**config.mk**
```make
export PLATFORM = sky130hd
export DESIGN_NAME = mem_fifo_ctrl
export DESIGN_NICKNAME = d
export VERILOG_FILES = /design/src/rtl/mem_fifo_ctrl_pkg.sv /design/src/rtl/mem_fifo_ctrl_obuf.sv /design/src/rtl/mem_fifo_ctrl.sv
export SDC_FILE = /design/constraint.sdc
export NUM_CORES = 1
export LEC_CHECK = 0
export ABC_AREA = 1
export BUFFER_PORTS_ARGS = -buffer_cell sky130_fd_sc_hd__buf_2
export CORE_MARGIN = 5
export CORE_UTILIZATION = 54
export DETAILED_ROUTE_END_ITERATION = 10
export GPL_TIMING_DRIVEN = 0
export PLACE_DENSITY = 0.78
export SYNTH_ARGS = -nofsm -noshare
export SYNTH_HDL_FRONTEND = slang
export SYNTH_SLANG_ARGS = --single-unit
```
**constraint.sdc**
```tcl
create_clock -name clk -period 2.7 [get_ports clk]
set_clock_uncertainty 0.15 [all_clocks]
set_input_delay 0.405 -clock clk [delete_from_list [all_inputs] [get_ports clk]]
set_output_delay 0.405 -clock clk [all_outputs]
set_load 0.01 [all_outputs]
```
**src/rtl/mem_fifo_ctrl_pkg.sv**
```systemverilog
// Shared constants and helpers for the mem_fifo_ctrl flow-control front end.
package mem_fifo_ctrl_pkg;

    localparam int RD_LAT_DEFAULT = 3;

    // Two slots beyond the read latency let a credit return and be reused without a bubble.
    function automatic int obuf_depth(input int rd_lat);
        return rd_lat + 2;
    endfunction

    function automatic int ptr_inc(input int ptr, input int depth);
        return (ptr == depth - 1) ? 0 : ptr + 1;
    endfunction

endpackage

```
**src/rtl/mem_fifo_ctrl_obuf.sv**
```systemverilog
// Small flop FIFO that absorbs read data returning from the memory wrapper.
module mem_fifo_ctrl_obuf
    import mem_fifo_ctrl_pkg::*;
#(
    parameter int WIDTH      = 6,
    parameter int OBUF_DEPTH = 5
) (
    input  logic             clk,
    input  logic             rst,
    input  logic             push,
    input  logic [WIDTH-1:0] push_data,
    input  logic             pop,
    output logic [WIDTH-1:0] pop_data,
    output logic             empty
);

    localparam int PW = (OBUF_DEPTH > 1) ? $clog2(OBUF_DEPTH) : 1;
    localparam int CW = $clog2(OBUF_DEPTH + 1);

    logic [WIDTH-1:0] store [OBUF_DEPTH];
    logic [PW-1:0]    head;
    logic [PW-1:0]    tail;
    logic [CW-1:0]    count;

    always_ff @(posedge clk) begin
        if (push) begin
            store[tail] <= push_data;
        end
    end

    always_ff @(posedge clk) begin
        if (rst) begin
            head  <= '0;
            tail  <= '0;
            count <= '0;
        end else begin
            if (push) begin
                tail <= PW'(ptr_inc(32'(tail), OBUF_DEPTH));
            end
            if (pop) begin
                head <= PW'(ptr_inc(32'(head), OBUF_DEPTH));
            end
            if (push && !pop) begin
                count <= count + CW'(1);
            end else if (!push && pop) begin
                count <= count - CW'(1);
            end
        end
    end

    assign empty = (count == '0);

    // An empty buffer presents zero so stale slots never leak onto the output.
    assign pop_data = empty ? '0 : store[head];

endmodule

```
**src/rtl/mem_fifo_ctrl.sv**
```systemverilog
// FIFO flow-control front end for a fixed-latency two-port memory wrapper.
// Optional MEM_FIFO_CTRL_LEVEL_EN adds fill_level/afull reporting.
module mem_fifo_ctrl
    import mem_fifo_ctrl_pkg::*;
#(
    parameter int WIDTH      = 6,
    parameter int DEPTH      = 512,
    parameter int ADDR_WIDTH = $clog2(DEPTH),
    parameter int RD_LAT     = RD_LAT_DEFAULT,
    localparam int OBUF_DEPTH = obuf_depth(RD_LAT)
) (
    input  logic                  clk,
    input  logic                  rst,
`ifdef MEM_FIFO_CTRL_LEVEL_EN
    input  logic [$clog2(DEPTH + OBUF_DEPTH + 1)-1:0] afull_thresh,
    output logic [$clog2(DEPTH + OBUF_DEPTH + 1)-1:0] fill_level,
    output logic                  afull,
`endif
    input  logic                  push_vld,
    output logic                  push_rdy,
    input  logic [WIDTH-1:0]      push_data,
    output logic                  pop_vld,
    input  logic                  pop_rdy,
    output logic [WIDTH-1:0]      pop_data,
    output logic                  wr,
    output logic [ADDR_WIDTH-1:0] waddr,
    output logic [WIDTH-1:0]      wdata,
    output logic                  rd,
    output logic [ADDR_WIDTH-1:0] raddr,
    input  logic [WIDTH-1:0]      rdata,
    output logic                  empty,
    output logic                  full
);

    localparam int MC_W = $clog2(DEPTH + 1);
    localparam int CW   = $clog2(OBUF_DEPTH + 1);

    logic [ADDR_WIDTH-1:0] wptr;
    logic [ADDR_WIDTH-1:0] rptr;
    logic [MC_W-1:0]       mem_cnt;
    logic [CW-1:0]         credit;
    logic [RD_LAT-1:0]     inflight;
    logic                  obuf_empty;
    logic                  pop_hs;

    assign push_rdy = (mem_cnt != MC_W'(DEPTH));
    assign full     = !push_rdy;
    assign wr       = push_vld && push_rdy;
    assign waddr    = wptr;
    assign wdata    = push_data;

    // Reads are issued only from registered state so rd never depends on this cycle's push.
    assign rd     = (mem_cnt != '0) && (credit != '0);
    assign raddr  = rptr;
    assign pop_vld = !obuf_empty;
    assign pop_hs  = pop_vld && pop_rdy;
    assign empty   = (mem_cnt == '0) && (inflight == '0) && obuf_empty;

    always_ff @(posedge clk) begin
        if (rst) begin
            wptr     <= '0;
            rptr     <= '0;
            mem_cnt  <= '0;
            credit   <= CW'(OBUF_DEPTH);
            inflight <= '0;
        end else begin
            if (wr) begin
                wptr <= ADDR_WIDTH'(ptr_inc(32'(wptr), DEPTH));
            end
            if (rd) begin
                rptr <= ADDR_WIDTH'(ptr_inc(32'(rptr), DEPTH));
            end
            case ({wr, rd})
                2'b10:   mem_cnt <= mem_cnt + MC_W'(1);
                2'b01:   mem_cnt <= mem_cnt - MC_W'(1);
                default: ;
            endcase
            case ({rd, pop_hs})
                2'b10:   credit <= credit - CW'(1);
                2'b01:   credit <= credit + CW'(1);
                default: ;
            endcase
            inflight[0] <= rd;
            for (int i = 1; i < RD_LAT; i++) begin
                inflight[i] <= inflight[i-1];
            end
        end
    end

    // Credits bound the buffer occupancy; leaving 0..OBUF_DEPTH means the accounting broke.
    assert property (@(posedge clk) disable iff (rst)
        !((rd && !pop_hs && credit == '0) ||
          (pop_hs && !rd && credit == CW'(OBUF_DEPTH))));

    mem_fifo_ctrl_obuf #(
        .WIDTH      (WIDTH),
        .OBUF_DEPTH (OBUF_DEPTH)
    ) u_obuf (
        .clk       (clk),
        .rst       (rst),
        .push      (inflight[RD_LAT-1]),
        .push_data (rdata),
        .pop       (pop_hs),
        .pop_data  (pop_data),
        .empty     (obuf_empty)
    );

`ifdef MEM_FIFO_CTRL_LEVEL_EN
    localparam int LEVEL_W = $clog2(DEPTH + OBUF_DEPTH + 1);

    logic [LEVEL_W-1:0] level_next;

    // Entries only enter on a push and leave on a pop, so the total is a simple up/down count.
    always_comb begin
        level_next = fill_level;
        if (wr && !pop_hs) begin
            level_next = fill_level + LEVEL_W'(1);
        end else if (!wr && pop_hs) begin
            level_next = fill_level - LEVEL_W'(1);
        end
    end

    always_ff @(posedge clk) begin
        if (rst) begin
            fill_level <= '0;
            afull      <= 1'b0;
        end else begin
            fill_level <= level_next;
            afull      <= (level_next >= afull_thresh);
        end
    end
`endif

endmodule
```
Word-level counts from Yosys, hierarchy flattened --
Memory sizes are Yosys's and may differ from the RTL's. A register that Yosys moved wholly into a read port is not among the register bits. Index checks and enable logic that the tools add are counted.
Word-level totals: output and inout port bits 36, latch bits 0, bits in registers 43, input port bits 16, bits in writable memories 30, ROM bits 0, memories 1
Operators by class: shift-type cells 0, add/subtract/negate cells 10, order comparisons 0, div/mod/pow operators 0, eq/ne operators 9, bitwise gates (word level) 0, multiplexer cells 13, reduce and logical (&&, ||, !) cells 19, $mul 0
Memories:
- u_obuf.store | words 5, bits a word 6, rd ports 1, clocked after Yosys merged registers in 1, write ports 1, RTL line mem_fifo_ctrl_obuf.sv:20 | logic [WIDTH-1:0] store [OBUF_DEPTH];
Operators with widths (count):
- $pmux W10 S2 | 1
- $add A9 B1 Y9 const B | 2
- $eq A9 B1 Y1 const B | 2
- $mux W3 | 6
- $mux W9 | 2
- $add A3 B1 Y3 const B | 4
- $add A10 B1 Y10 const B | 1
- $logic_not A10 Y1 | 1
- $ne A10 B10 Y1 const B | 1
- $reduce_bool A10 Y1 | 1
- $sub A10 B1 Y10 const B | 1
- $logic_and A1 B1 Y1 | 7
- $eq A3 B3 Y1 const B | 2
- $logic_not A3 Y1 | 2
- $mux W6 | 1
- $pmux W3 S2 | 1
- $reduce_bool A2 Y1 | 3
- $sub A3 B1 Y3 const B | 2
- $eq A2 B1 Y1 const B | 2
- $eq A2 B2 Y1 const B | 2
- $logic_not A1 Y1 | 4
- $reduce_bool A3 Y1 | 1
- $mux W1 | 2

Depth between registers and ports, before layout --
depth after elaboration 6, depth in mapped cells 18, gate-level depth less buffers 18

Modules after synthesis --
A second synthesis with hierarchy kept.
Unflattened totals: cells, all modules 508, area, all modules 4035.1 sq um
Modules (own cells, without submodules):
- mem_fifo_ctrl | times used 1, cells an instance 342, area each 2278.4 sq um, sequential area each 680.7 sq um
- mem_fifo_ctrl_obuf | times used 1, cells an instance 166, area each 1756.7 sq um, sequential area each 1141.1 sq um

Worst setup path after synthesis --
No wires, ideal clock.
kind reg2reg, start register mem_cnt[6], end register mem_cnt[8], library setup time 0.109 ns, clock period less this slack 2.498 ns, setup slack 0.202 ns, arrival time 2.239 ns, required time 2.441 ns, cell stages (with the launch flop) 18, cells stage by stage dfxtp_1 -> nor2_1 -> nand3_1 -> nor2_2 -> nand2_2 -> nand2_4 -> buf_6 -> ha_1 -> inv_1 -> fa_1 -> inv_1 -> nand3_1 -> nand2_1 -> nand2_1 -> nand3_1 -> nand3_1 -> nand2_1 -> inv_1
On the way: longest elaborated chain between the ends 4
RTL lines:
- start: declaration | RTL line mem_fifo_ctrl.sv:40 | logic [MC_W-1:0] mem_cnt;
- start signal: assignment | RTL line mem_fifo_ctrl.sv:74 | 2'b10: mem_cnt <= mem_cnt + MC_W'(1);
- start signal: assignment | RTL line mem_fifo_ctrl.sv:75 | 2'b01: mem_cnt <= mem_cnt - MC_W'(1);
- $ne A10 B10 Y1 * | RTL line mem_fifo_ctrl.sv:46 | assign push_rdy = (mem_cnt != MC_W'(DEPTH));
- named net push_rdy | RTL line mem_fifo_ctrl.sv:20 | output logic push_rdy,
- $logic_and A1 B1 Y1 * | RTL line mem_fifo_ctrl.sv:48 | assign wr = push_vld && push_rdy;
- $eq A2 B1 Y1 / $eq A2 B2 Y1 (equally long branches) | RTL line mem_fifo_ctrl.sv:73 | case ({wr, rd})
- $pmux W10 S2 / $reduce_bool A2 Y1 (equally long branches)
The timed path passes the listed nets; every way through them passes the cells marked *. A chain may end at the register's enable or synchronous reset.

Worst setup path in the final report --
start register mem_cnt[6], end register mem_cnt[9]
On the way: longest elaborated chain between the ends 4
RTL lines:
- branches (longest 4 deep; another with $sub A10 B1 Y10)
Several ways; the timed one is not identified.

==> summary.md <==
| Metric | Value |
|---|---|
| Final nets | `591` |
| R2R cell count | `16` |
| Hold_buf cts | `0` |
| DIE WIDTH | `95.4 µm` |
| H-Tree Depth | `3` |
| Slew Viols, Final | `0` |
| Setup CP Type | `flip-flop to flip-flop` |
| ANT nets after route | `0` |
| Post-synth EDFFs | `30` |
| Placed cell areas | `0.00428 mm²` |
| Clk pin slew, worst setup/hold paths | `0.08 ns` |
| Placer Congestion | `0.957` |
| Pleak | `2.09 nW` |
| Total power | `4.54 mW` |
| Gr usage total | `0.195` |
| Max-cap violations | `0` |
| Largest area contributor in the netlist | `dfxtp_1` |
| Yosys warns | `0` |
| Synth top area cells | `dfxtp_1 23%, edfxtp_1 23%, nand2_1 8.5%` |
| Register area share after synthesis | `0.463` |
| Worst Path Required | `2.81 ns` |
| TritonCTS clock tree | `built` |
| First-pass DRT Iterations | `4` |
| HPWL after DPL | `6.15 mm` |
| Synth cell types | `33` |
| Avg Cell Area, Syn | `7.97 µm²` |
| Initial antenna violation count | `0` |
| DR WL/cell | `13.1 µm` |
| CP endpoint kind | `flip-flop` |
| DR iter-0 viols | `151` |
| Crit path launch type | `flip-flop` |
| CP Cell Sequence | `nor2_2 > nand3_1 > nor2_2 > nand2_2 > nand2_4 > inv_4 > ha_4 > buf_6 > ha_4 > nand2_1 > nor2_2 > nand3_1 > nand4_1 > nand3_1 > nand2_1 > inv_1` |
| Crit path largest cell delay | `0.35 ns` |
| Clock sinks | `76` |
| Pin count of the biggest net entering global routing | `16` |
| Longest Clk Path Bufs | `2` |
| Status | `completed` |
| Commonest cells in the netlist | `89 x nand2_1, 78 x inv_1, 53 x nor2_1` |
| Relative slew slack | `0.289` |
| Core Util, Final | `0.643` |
| Initial Util | `0.549` |
| CP max-delay cell | `dfxtp_2` |
| Crit path time final | `2.61 ns` |
| DRC viols | `0` |
| Worst Path Max Fanout | `10` |
| Hold Path Depth | `1` |
| ANT cells | `0` |
| CTS Buf Count | `9` |
| Area Growth Syn to Fin | `17.2%` |
| Final period utilization | `0.965` |
| Die height | `95.4 µm` |
| CTS Root Cell | `clkbuf_8` |
| Critical path arrival | `2.72 ns` |
| Layout cells sized above 1 | `0.190` |
| Main synth FF type | `dfxtp_1` |
| Core area | `0.00718 mm²` |
| Pwr/cell area | `984 mW/mm²` |
| Top cell type's share of synthesized area | `0.234` |
| Final instance area | `0.00461 mm²` |
| Reg2reg setup slack | `0.09 ns` |
| Grt total ovfl | `0` |
| Skew-Pair Late Insertion Delay | `0.36 ns` |
| Worst Max-Slew Pin Slew | `1.06 ns` |
| Vias in the first global route | `3137` |
| PortBufs | `44` |
| Vias | `3426` |
| Most frequent cell after synthesis | `nand2_1` |
| Worst hold-check path type | `input port to flip-flop` |
| Global-route wire length before repair | `13.8 mm` |
| Die ar. | `0.00910 mm²` |
| Worst VDD drop | `0.671 mV` |
| IO Pins | `52` |
| Routed vias/inst | `5.21` |
| Final wirelength | `8.58 mm` |
| Post-Synthesis Cells | `494` |
| Synth Net Count | `532` |
| Std cell rows | `31` |
| Final hold violation count | `0` |
| Post-Synthesis Cell Area | `0.00394 mm²` |
| Register bit total from synthesis | `76` |
| Peak Freq | `384 MHz` |
| Finish-stage setup viols | `0` |
| Post-synth ARST share | `0` |
[cell families after synthesis]
group	share of synthesized area
AO/OA/AOI/OAI	0.126
adder cells (fa/ha/maj)	0.0756
buffers and inverters	0.103
flip-flops	0.463
XOR/XNOR	0.00890
AND/OR/NAND/NOR	0.209
multiplexers	0.0153
[area by class of cell]
class	count	area, µm²
repair buffers	49	262
fillers	631	2560
plain buffers	15	88.8
clock buffers	9	124
well taps	99	124
flip-flops and latches	76	1820
inverters	81	307
clock inverters	7	61.3
multi-input cells	321	1820
[flip-flops by register name, indices dropped and copies added (netlist names), named ones only]
name	flops
inflight	3
mem_cnt	10
u_obuf.tail	3
credit	3
u_obuf.store	30
waddr	9
raddr	9
u_obuf.head	3
u_obuf.count	3
[path summary, 6_finish.rpt]
check | from | endpoint
worst min register to register | inflight[1] | inflight[2]
worst max-delay path | mem_cnt[6] | mem_cnt[9]
worst min-delay path | rdata[3] | u_obuf.store[4][3]
worst max register to register | mem_cnt[6] | mem_cnt[9]
[per-layer routing]
metal  vias to the layer above  GRT usage  part of all wire
li1                       1723          -                 -
met1                      1618      0.222              0.43
met2                        68      0.354              0.51
met3                        17     0.0308             0.037
met4                         0     0.0936             0.020
met5                         -          0                 0
[metrics by stage]
| stage | setup WS [ns] | setup TNS [ns] | hold WS (ns) | cells |
|---|---|---|---|---|
| 2_1_floorplan | 0.202 | 0 | 0.260 | 494 |
| 3_3_place_gp | -0.172 | -0.672 | 0.267 | 637 |
| 3_5_place_dp | -0.219 | -0.941 | 0.272 | 637 |
| 4_1_cts | 0.0343 | 0 | 0.113 | 653 |
| 5_1_grt | -0.148 | -0.247 | 0.109 | 657 |
| 6_report | 0.0941 | 0 | 0.123 | 657 |
[placed cells by master, fill, tap and decap left out, types with 4 or more instances in the layout]
cell / Yosys / layout
o21ai_0: 35 / 35
clkbuf_1: 6 / 6
dfxtp_1: 46 / 44
ha_1: 19 / 12
inv_1: 78 / 78
clkbuf_8: 0 / 9
nand4_1: 6 / 6
nand2_2: 2 / 5
nand3_1: 28 / 27
ha_4: 0 / 4
nor3_1: 6 / 6
o22ai_1: 6 / 6
edfxtp_1: 30 / 30
buf_2: 1 / 45
nand2_1: 89 / 85
nor2_1: 53 / 51
a21oi_1: 50 / 47
or2_2: 5 / 5
mux2i_1: 6 / 6
buf_4: 6 / 10
[critical path: cells and delay by family (launching register included)]
| kind | cells | cell delay [ns] |
|---|---|---|
| fa+ha+maj | 2 | 0.49 |
| buf+inv | 3 | 0.26 |
| flops | 1 | 0.35 |
| simple gates | 11 | 1.26 |
[timing repair]
| item | in CTS | in global routing |
|---|---|---|
| setup buffers | 0 | 5 |
| pin swaps | 0 | 5 |
| gates resized for setup | 3 | 25 |
| endpoints found under the setup margin | 7 | 7 |
[where the power goes]
group | total, mW | switching [mW] | leakage, nW | internal (mW)
clock network | 0.802 | 0.455 | 0.0879 | 0.347
registers | 1.56 | 0.172 | 0.649 | 1.39
logic | 2.18 | 1.31 | 1.36 | 0.871
Power figures use the tool's default switching activity.
